`config.mk`:
```
export PLATFORM = sky130hd
export DESIGN_NAME = xor_stream_decrypt
export DESIGN_NICKNAME = d
export VERILOG_FILES = /design/src/rtl/xor_stream_decrypt.sv
export SDC_FILE = /design/constraint.sdc
export NUM_CORES = 1
export LEC_CHECK = 0
export ABC_AREA = 0
export BUFFER_PORTS_ARGS = -buffer_cell sky130_fd_sc_hd__buf_2
export CORE_ASPECT_RATIO = 1.1
export CORE_MARGIN = 2
export CORE_UTILIZATION = 45
export CTS_CLUSTER_SIZE = 25
export DETAILED_ROUTE_END_ITERATION = 10
export MAX_ROUTING_LAYER = met4
export PLACE_DENSITY = 0.69
export SYNTH_ARGS = -nofsm -noshare
export SYNTH_HDL_FRONTEND = slang
export SYNTH_SLANG_ARGS = --single-unit
```
`constraint.sdc`:
```
create_clock -name clk -period 4.55 [get_ports clk]
set_input_delay 0.91 -clock clk [delete_from_list [all_inputs] [get_ports clk]]
set_output_delay 0.91 -clock clk [all_outputs]
set_load 0.05 [all_outputs]
```
`src/rtl/xor_stream_decrypt.sv`:
```
// xor_stream_decrypt
//   Byte-serial XOR stream decryptor. Each ciphertext byte is XORed with an
//   LFSR keystream seeded from the loaded key. The keystream restarts from the
//   key after every frame's last byte, so frames decrypt independently. One
//   output register sits between the input and output handshakes.
//
// Ports
//   clk, rst             clock (rising edge), async active-high reset
//   key_load, key_in     1-cycle strobe to latch a key and (re)enter RUN
//   in_valid/in_ready    ciphertext handshake; in_data, in_last
//   out_valid/out_ready  plaintext handshake; out_data, out_last
//   keyed                1 once a key has been loaded
//   byte_count           plaintext bytes delivered since the last key_load
module xor_stream_decrypt #(
  parameter int               WIDTH        = 8,
  parameter logic [WIDTH-1:0] TAPS         = 8'hB8,
  parameter logic [WIDTH-1:0] DEFAULT_SEED = 8'hA5,
  parameter int               CNT_W        = 16
) (
  input  logic             clk,
  input  logic             rst,
  input  logic             key_load,
  input  logic [WIDTH-1:0] key_in,
  input  logic             in_valid,
  output logic             in_ready,
  input  logic [WIDTH-1:0] in_data,
  input  logic             in_last,
  output logic             out_valid,
  input  logic             out_ready,
  output logic [WIDTH-1:0] out_data,
  output logic             out_last,
  output logic             keyed,
  output logic [CNT_W-1:0] byte_count
);

  typedef enum logic {UNKEYED, RUN} state_t;

  state_t             state_q, state_d;
  logic [WIDTH-1:0]   key_q, key_d;
  logic [WIDTH-1:0]   lfsr_q, lfsr_d;
  logic [WIDTH-1:0]   odata_q, odata_d;
  logic               olast_q, olast_d;
  logic               ovld_q, ovld_d;
  logic [CNT_W-1:0]   cnt_q, cnt_d;

  logic               in_xfer, out_xfer;
  logic [WIDTH-1:0]   seed, lfsr_step;

  // An all-zero key would lock the LFSR at zero, so substitute the default.
  assign seed      = (key_in == '0) ? DEFAULT_SEED : key_in;
  assign lfsr_step = {lfsr_q[WIDTH-2:0], ^(lfsr_q & TAPS)};

  assign keyed     = (state_q == RUN);
  // key_load blocks input so a rekey never races a byte using the old key.
  assign in_ready  = keyed && !key_load && (!ovld_q || out_ready);
  assign in_xfer   = in_valid && in_ready;
  assign out_xfer  = ovld_q && out_ready;

  assign out_valid  = ovld_q;
  assign out_data   = odata_q;
  assign out_last   = olast_q;
  assign byte_count = cnt_q;

  // Next state: only key_load moves the FSM, and it always lands in RUN.
  always_comb begin
    state_d = state_q;
    if (key_load) state_d = RUN;
  end

  // Datapath next-state; key_load is applied last so it overrides the rest.
  always_comb begin
    key_d   = key_q;
    lfsr_d  = lfsr_q;
    odata_d = odata_q;
    olast_d = olast_q;
    ovld_d  = ovld_q;
    cnt_d   = cnt_q;
    if (out_xfer) begin
      cnt_d  = cnt_q + {{(CNT_W-1){1'b0}}, 1'b1};
      ovld_d = 1'b0;
    end
    if (in_xfer) begin
      odata_d = in_data ^ lfsr_q;
      olast_d = in_last;
      ovld_d  = 1'b1;
      lfsr_d  = in_last ? key_q : lfsr_step;
    end
    if (key_load) begin
      key_d  = seed;
      lfsr_d = seed;
      cnt_d  = '0;
      ovld_d = 1'b0;
    end
  end

  always_ff @(posedge clk or posedge rst) begin
    if (rst) begin
      state_q <= UNKEYED;
      key_q   <= DEFAULT_SEED;
      lfsr_q  <= DEFAULT_SEED;
      odata_q <= '0;
      olast_q <= 1'b0;
      ovld_q  <= 1'b0;
      cnt_q   <= '0;
    end else begin
      state_q <= state_d;
      key_q   <= key_d;
      lfsr_q  <= lfsr_d;
      odata_q <= odata_d;
      olast_q <= olast_d;
      ovld_q  <= ovld_d;
      cnt_q   <= cnt_d;
    end
  end

endmodule

```
==> impl_summary.log, run 1 <==
[metrics] fill cell total of the finished layout: 417
[metrics] floorplan die area: 5167 um^2
[metrics] FMAX: roughly 340 MHz
[metrics] Yosys warning count: 0
[metrics] Worst Hold Class: register to register
[metrics] proportion of layout cells with a drive suffix above 1: around a third
[metrics] RSZ-0062 raised after global routing: false
[metrics] post-placement setup slack: 1.625 ns
[metrics] total number of vias: 1613
[metrics] final worst path period share: between 60% and 70%
[metrics] Slew Limit Fails: 0
[metrics] most used flip-flop cell after synthesis: sky130_fd_sc_hd__dfrtp_1
[metrics] endpoints failing setup: 0
[metrics] clock sink total: 43
[metrics] end point of the most critical hold path: out_data[3]$_DFFE_PP0P_
[metrics] number of flip-flops and latches in the synthesized netlist: 43
[metrics] maximum buffer depth of the clock tree: 2
[metrics] cell leakage power: between 1 and 1.5 nW
[metrics] CTS Root Cell: sky130_fd_sc_hd__clkbuf_8
[metrics] share of synthesized registers carrying an async set or reset: 100.0%
[metrics] area taken by flip-flops and latches: 1086 um^2
[metrics] final-layout setup total negative slack: 0 ns
[metrics] outcome: finished, final reports clean
[metrics] cell area reported after detailed placement: between 2000 and 2500 um^2
[metrics] Final Critical Period: slightly below 3 ns
[metrics] area of the core: between 4000 and 5000 um^2
[metrics] post-CTS repair timing setup buffer count: 0
[metrics] worst voltage drop across the vdd grid: 234.3 uV
[metrics] clock transition at the registers of the reported paths: 0.08 ns
[metrics] most common library cell in the layout ignoring fill and taps: sky130_fd_sc_hd__buf_2
[metrics] drt via density: 5.359
[metrics] type of element launching the critical path: input port
[metrics] weighted congestion reported at the end of routability-driven placement: 0.8267
[metrics] Post-Syn Nets: 221
[metrics] number of maximum-capacitance constraint violations: 0
[metrics] kind of critical path: input port to output port
[metrics] commonest non-fill, non-tap cells in the layout: 49 x sky130_fd_sc_hd__buf_2, 35 x sky130_fd_sc_hd__dfrtp_1, 21 x sky130_fd_sc_hd__nor2_1
[metrics] number of enable flip-flop cells after synthesis: 0
[metrics] largest net degree at the start of global routing: 44
[metrics] Initial Util: 47.34%
[metrics] total clock buffers created by CTS: 5
[metrics] clock skew: 0.01092 ns
[metrics] Netlist Area Pre-Place: 2073 um^2
[metrics] final net count: 269
[metrics] sequential share of the synthesized area: around 52%
[metrics] endpoint kind of the worst setup timing path: output port
[metrics] layout overhead on the synthesized area: 19.79%
[metrics] HPWL after detailed placement: 3037 um
[metrics] post-route ant nets: 0
[metrics] Skew-Pair Late Insertion Delay: 0.30 ns
[metrics] H-Tree Level Count: 2
[metrics] Critical R2R Capture: lfsr_q[0]$_DFFE_PP1P_
[metrics] I/O Pins: 50
[metrics] CTS tree: yes
[metrics] Critical Path AT: 2.00 ns
[metrics] ratio of total power to cell area: 399.0 nW/um^2
[metrics] startpoint of the tightest hold check path: out_data[3]$_DFFE_PP0P_
[metrics] Pre-antenna DRT Iters: 4
[metrics] final global-route overflow total: 0
[metrics] Hold Slack: 0.4768 ns
[metrics] area of all placed cells without fillers: 2484 um^2
[metrics] DRC violation count after routing: 0
[metrics] minimum setup slack in the final design: 1.638 ns
[metrics] post-placement cell count: approximately 290
[metrics] required arrival time at the worst endpoint: between 3 and 4 ns
[metrics] vertical die dimension: 75.19 um
[metrics] Netlist cell types: 39
[metrics] Critical Path Fanout Max: 35
[metrics] per-cell routed wire length: 14.55 um
[metrics] GRT Util Overall: 19.01%
[metrics] Finished Layout Cells: 301
[metrics] First DRT Iteration DRCs: 89
[metrics] Max-slew headroom: 39.06%
[metrics] cts repair resizes: 0
[metrics] Cells after Synth: between 150 and 200
[metrics] final hold vios: 0
[metrics] Post-Syn Area per Cell: 10.47 um^2
[metrics] depth of the most critical reg-to-reg path: 4
[metrics] Antenna diodes: 0
[metrics] width of the chip: 68.72 um
[metrics] Placement Rows: 25
[metrics] initial antenna violation count: 0
[metrics] area of combinational cells with multiple inputs: between 900 and 1000 um^2
[metrics] launch point of the worst reg-to-reg path: out_valid$_DFFE_PP0P_
[metrics] cell count of the worst hold path: 2
[metrics] IO buf count: 49
[metrics] number of global-route vias before repair: 1490
[metrics] R2R Setup Slk: around 2.6 ns
[metrics] number of buffers inserted by hold repair at cts: 0
[metrics] actual slew at the worst max-slew pin: about 0.91 ns
[metrics] final WL: around 4400 um
[metrics] wire length of the first global-routing pass: between 6000 and 7000 um
## cell type report
type,instances,share of cell area (%)
Clock buffer,6,2.922
Clock inverter,2,2.418
Inverter,4,0.6045
Multi-Input combinational cell,142,37.43
Sequential cell,43,43.73
Tap cell,54,2.720
Timing Repair Buffer,50,10.18
## per-layer routing
| layer | routed length [um] | GRT usage (%) | vias to the layer above |
|---|---|---|---|
| li1 | - | - | 794 |
| met1 | 2089 | 24.74 | 774 |
| met2 | 2052 | 28.74 | 40 |
| met3 | 176 | 4.634 | 5 |
| met4 | 61 | 7.190 | 0 |
| met5 | 0 | - | - |
## synthesized netlist by cell type, types with 2 or more instances
cell,instances,share of area [%]
sky130_fd_sc_hd__a21o_1,2,0.72
sky130_fd_sc_hd__a21oi_1,2,0.48
sky130_fd_sc_hd__a221o_1,6,2.9
sky130_fd_sc_hd__and2_1,2,0.60
sky130_fd_sc_hd__and3_1,2,0.60
sky130_fd_sc_hd__and4_1,3,1.3
sky130_fd_sc_hd__clkbuf_1,6,1.1
sky130_fd_sc_hd__dfrtp_1,35,42
sky130_fd_sc_hd__dfstp_2,8,10
sky130_fd_sc_hd__inv_1,3,0.54
sky130_fd_sc_hd__mux2_2,8,4.3
sky130_fd_sc_hd__mux2i_1,5,2.4
sky130_fd_sc_hd__nand2_1,16,2.9
sky130_fd_sc_hd__nand3_1,8,1.9
sky130_fd_sc_hd__nand4_1,8,2.4
sky130_fd_sc_hd__nor2_1,21,3.8
sky130_fd_sc_hd__nor2b_1,2,0.60
sky130_fd_sc_hd__nor3_1,5,1.2
sky130_fd_sc_hd__o211ai_1,3,1.1
sky130_fd_sc_hd__o21a_1,2,0.72
sky130_fd_sc_hd__o21ai_0,12,2.9
sky130_fd_sc_hd__or2_2,2,0.60
sky130_fd_sc_hd__xnor2_1,12,5.1
sky130_fd_sc_hd__xor2_1,10,4.2
## worst max path at each step
stage | startpoint | end | slack, ns | depth (start not counted)
after floorplan | key_load | in_ready | 1.99 | 3
after global placement | key_load | in_ready | 1.65 | 4
after detailed placement | key_load | in_ready | 1.63 | 4
after CTS | key_load | in_ready | 1.63 | 4
after global routing | key_load | in_ready | 1.53 | 4
final | key_load | in_ready | 1.64 | 4
## kinds of logic after synthesis
family | count (synthesis) | share of synthesized area, %
xor gates and xnor gates | 22 | 9.294
buffers and inverters | 13 | 2.775
muxes | 13 | 6.759
AOI/OAI and AO/OA | 29 | 9.475
adders and majority gates | 1 | 0.6034
and+or+nand+nor | 77 | 18.71
DFF | 43 | 52.38
## state kept, by name, summed over array words and instances, names as in the netlist
register,cells
out_last,1
lfsr_q,8
byte_count,16
out_valid,1
key_q,8
keyed,1
out_data,8
## critical path, cell delays in order
cell and delay, ns:
sky130_fd_sc_hd__buf_2 0.48, sky130_fd_sc_hd__inv_2 0.20, sky130_fd_sc_hd__and3_1 0.20, sky130_fd_sc_hd__buf_2 0.20
## power breakdown
| group | internal (mW) | switching, mW | total, mW |
|---|---|---|---|
| Clock | 0.219 | 0.133 | 0.352 |
| Combinational | 0.0616 | 0.129 | 0.190 |
| Sequential | 0.423 | 0.0259 | 0.449 |
| Total | 0.704 | 0.287 | 0.991 |
## metrics by stage
step                      total power [mW]  util (%)
after floorplan                     0.5968         -
after global placement              0.6434     53.69
after detailed placement            0.6483     53.69
after CTS                            1.001     56.71
after global routing                 1.036     56.71
final                               0.9911     56.71
Power figures use the tool's default switching activity.
==> inputs of run 2 (changes only) <==
- clock period: 4.55 -> 2.9 ns (I/O delays scaled with it)
==> run 2 against run 1 <==
Compared with the run above: die area is the same; sequential share of layout area grew 0.58 points; combinational power grew 57%; critical path depth shrank 1; via count shrank 2.9%; register-to-register slack lost 1.4 ns; flip-flop and latch count is the same; core utilization shrank 0.74 points.
==> impl_summary.log, run 2 (synthesis results as in run 1) <==
[metrics] outcome: finished, final reports clean
[metrics] number of maximum-capacitance constraint violations: 0 (unchanged)
[metrics] endpoint kind of the worst setup timing path: output port
[metrics] cell leakage power: 1.147 nW (-1.3%)
[metrics] clock skew: 0.005584 ns (-0.005336 ns)
[metrics] Pre-antenna DRT Iters: 4 (unchanged)
[metrics] IO buf count: 49 (unchanged)
[metrics] clock sink total: 43 (unchanged)
[metrics] maximum buffer depth of the clock tree: 2 (unchanged)
[metrics] Antenna diodes: 0 (unchanged)
[metrics] drt via density: 5.168 (-3.6%)
[metrics] initial antenna violation count: 0 (unchanged)
[metrics] final net count: 271 (+0.74%)
[metrics] Critical R2R Capture: byte_count[13]$_DFFE_PP0P_
[metrics] Critical Path AT: 1.52 ns (-0.48 ns)
[metrics] overall power consumption: 1.378 mW (+39%)
[metrics] post-route ant nets: 0 (unchanged)
[metrics] CTS tree: yes
[metrics] Critical Path Fanout Max: 8 (-77%)
[metrics] Placement Rows: 25 (unchanged)
[metrics] proportion of layout cells with a drive suffix above 1: 32.13% (+0.55 points)
[metrics] post-layout utilization of the core: 55.97% (-0.74 points)
[metrics] largest net degree at the start of global routing: 44 (unchanged)
[metrics] max FFs per register: 16 (unchanged)
[metrics] H-Tree Level Count: 2 (unchanged)
[metrics] worst voltage drop across the vdd grid: 272.7 uV (+16%)
[metrics] weighted congestion reported at the end of routability-driven placement: 0.7777 (-5.9%)
[metrics] type of element launching the critical path: register
[metrics] fill cell total of the finished layout: 413 (-0.96%)
[metrics] Skew-Pair Late Insertion Delay: 0.30 ns (about the same)
[metrics] Slew Limit Fails: 0 (unchanged)
[metrics] required arrival time at the worst endpoint: 2.32 ns (-1.32 ns)
[metrics] layout overhead on the synthesized area: 18.23%
[metrics] CTS Root Cell: sky130_fd_sc_hd__clkbuf_8
[metrics] commonest non-fill, non-tap cells in the layout: 49 x sky130_fd_sc_hd__buf_2, 35 x sky130_fd_sc_hd__dfrtp_1, 21 x sky130_fd_sc_hd__nor2_1
[metrics] endpoints failing setup: 0 (unchanged)
[metrics] actual slew at the worst max-slew pin: 0.5282 ns (-0.3831 ns)
[metrics] area of all placed cells without fillers: 2451 um^2 (-1.3%)
[metrics] final-layout setup total negative slack: 0 ns (unchanged)
[metrics] cell area reported after detailed placement: 2366 um^2 (+0.64%)
[metrics] ratio of total power to cell area: 562.0 nW/um^2 (+41%)
[metrics] post-CTS repair timing setup buffer count: 0 (unchanged)
[metrics] depth of the most critical reg-to-reg path: 4 (unchanged)
[metrics] final worst path period share: 72.58%
[metrics] width of the chip: 68.72 um (unchanged)
[metrics] I/O Pins: 50 (unchanged)
[metrics] floorplan die area: 5167 um^2 (unchanged)
[metrics] total number of vias: 1566 (-2.9%)
[metrics] Initial Util: 47.34% (unchanged)
[metrics] RSZ-0062 raised after global routing: false
[metrics] final global-route overflow total: 0 (unchanged)
[metrics] area of the core: 4379 um^2 (unchanged)
[metrics] cts repair resizes: 0 (unchanged)
[metrics] per-cell routed wire length: 14.09 um (-3.2%)
[metrics] GRT Util Overall: 18.47% (-0.55 points)
[metrics] vertical die dimension: 75.19 um (unchanged)
[metrics] final hold vios: 0 (unchanged)
[metrics] most common library cell in the layout ignoring fill and taps: sky130_fd_sc_hd__buf_2
[metrics] Final Critical Period: 2.105 ns
[metrics] minimum setup slack in the final design: 0.7951 ns (-0.8430 ns)
[metrics] DRC violation count after routing: 0 (unchanged)
[metrics] Max-slew headroom: 64.79% (+26 points)
[metrics] total clock buffers created by CTS: 5 (unchanged)
[metrics] launch point of the worst reg-to-reg path: out_valid$_DFFE_PP0P_
[metrics] area taken by flip-flops and latches: 1086 um^2 (unchanged)
[metrics] kind of critical path: register to output port
[metrics] final WL: 4269 um (-2.5%)
[metrics] number of buffers inserted by hold repair at cts: 0 (unchanged)
[metrics] number of global-route vias before repair: 1426 (-4.3%)
[metrics] R2R Setup Slk: 1.16 ns (-1.41 ns)
[metrics] wire length of the first global-routing pass: 6803 um (-2.8%)
[metrics] post-placement setup slack: 0.8839 ns (-0.7415 ns)
[metrics] area of combinational cells with multiple inputs: 929.6 um^2 (unchanged)
[metrics] First DRT Iteration DRCs: 80 (-10%)
[metrics] FMAX: between 400 and 500 MHz
[metrics] clock transition at the registers of the reported paths: 0.08 ns (about the same)
[metrics] HPWL after detailed placement: 3083 um (+1.5%)
[metrics] Worst Hold Class: input port to async pin
## run 2: through the flow
stage	hold slack, ns	instances
floorplan	0.4616	198
global placement	0.4556	295
detailed placement	0.4661	295
CTS	0.4202	303
global route	0.4650	303
finish	0.3941	303
## run 2: final cells by class
class / instances / area share [%]
sequential: 43 / 44.31
multi-input combinational: 142 / 37.93
timing repair buffer: 52 / 10.92
clock buffer: 6 / 2.961
tap: 54 / 2.757
inverter: 4 / 0.6126
clock inverter: 2 / 0.5105
## run 2: report_power, final
group	internal, mW	leakage (nW)	switching, mW
registers	0.663	0.535	0.0414
logic	0.0986	0.571	0.200
clock network	0.168	0.0412	0.205
total	0.930	1.15	0.447
## run 2: how the worst max path moves through the flow
| stage | from | to | slack (ns) | cells after the start |
|---|---|---|---|---|
| 2_1_floorplan | out_valid$_DFFE_PP0P_ | in_ready | 0.92 | 2 |
| 3_3_place_gp | out_ready | in_ready | 0.90 | 4 |
| 3_5_place_dp | out_ready | in_ready | 0.88 | 4 |
| 4_1_cts | out_valid$_DFFE_PP0P_ | in_ready | 0.80 | 3 |
| 5_1_grt | out_valid$_DFFE_PP0P_ | in_ready | 0.74 | 3 |
| 6_report | out_valid$_DFFE_PP0P_ | in_ready | 0.80 | 3 |
## run 2: critical path: stages, from the launching register on
cell                      delay [ns]
sky130_fd_sc_hd__dfrtp_1        0.47
sky130_fd_sc_hd__or2b_2         0.35
sky130_fd_sc_hd__and3_1         0.19
sky130_fd_sc_hd__buf_2          0.21
## run 2: routing by layer
metal | wire [um] | up-vias | part of all wire (%) | track usage, %
met5 | 0 | - | 0 | -
li1 | - | 797 | - | -
met2 | 1903 | 30 | 45 | 26.18
met4 | 70 | 0 | 1.6 | 7.190
met3 | 206 | 7 | 4.8 | 4.185
met1 | 2088 | 732 | 49 | 25.70
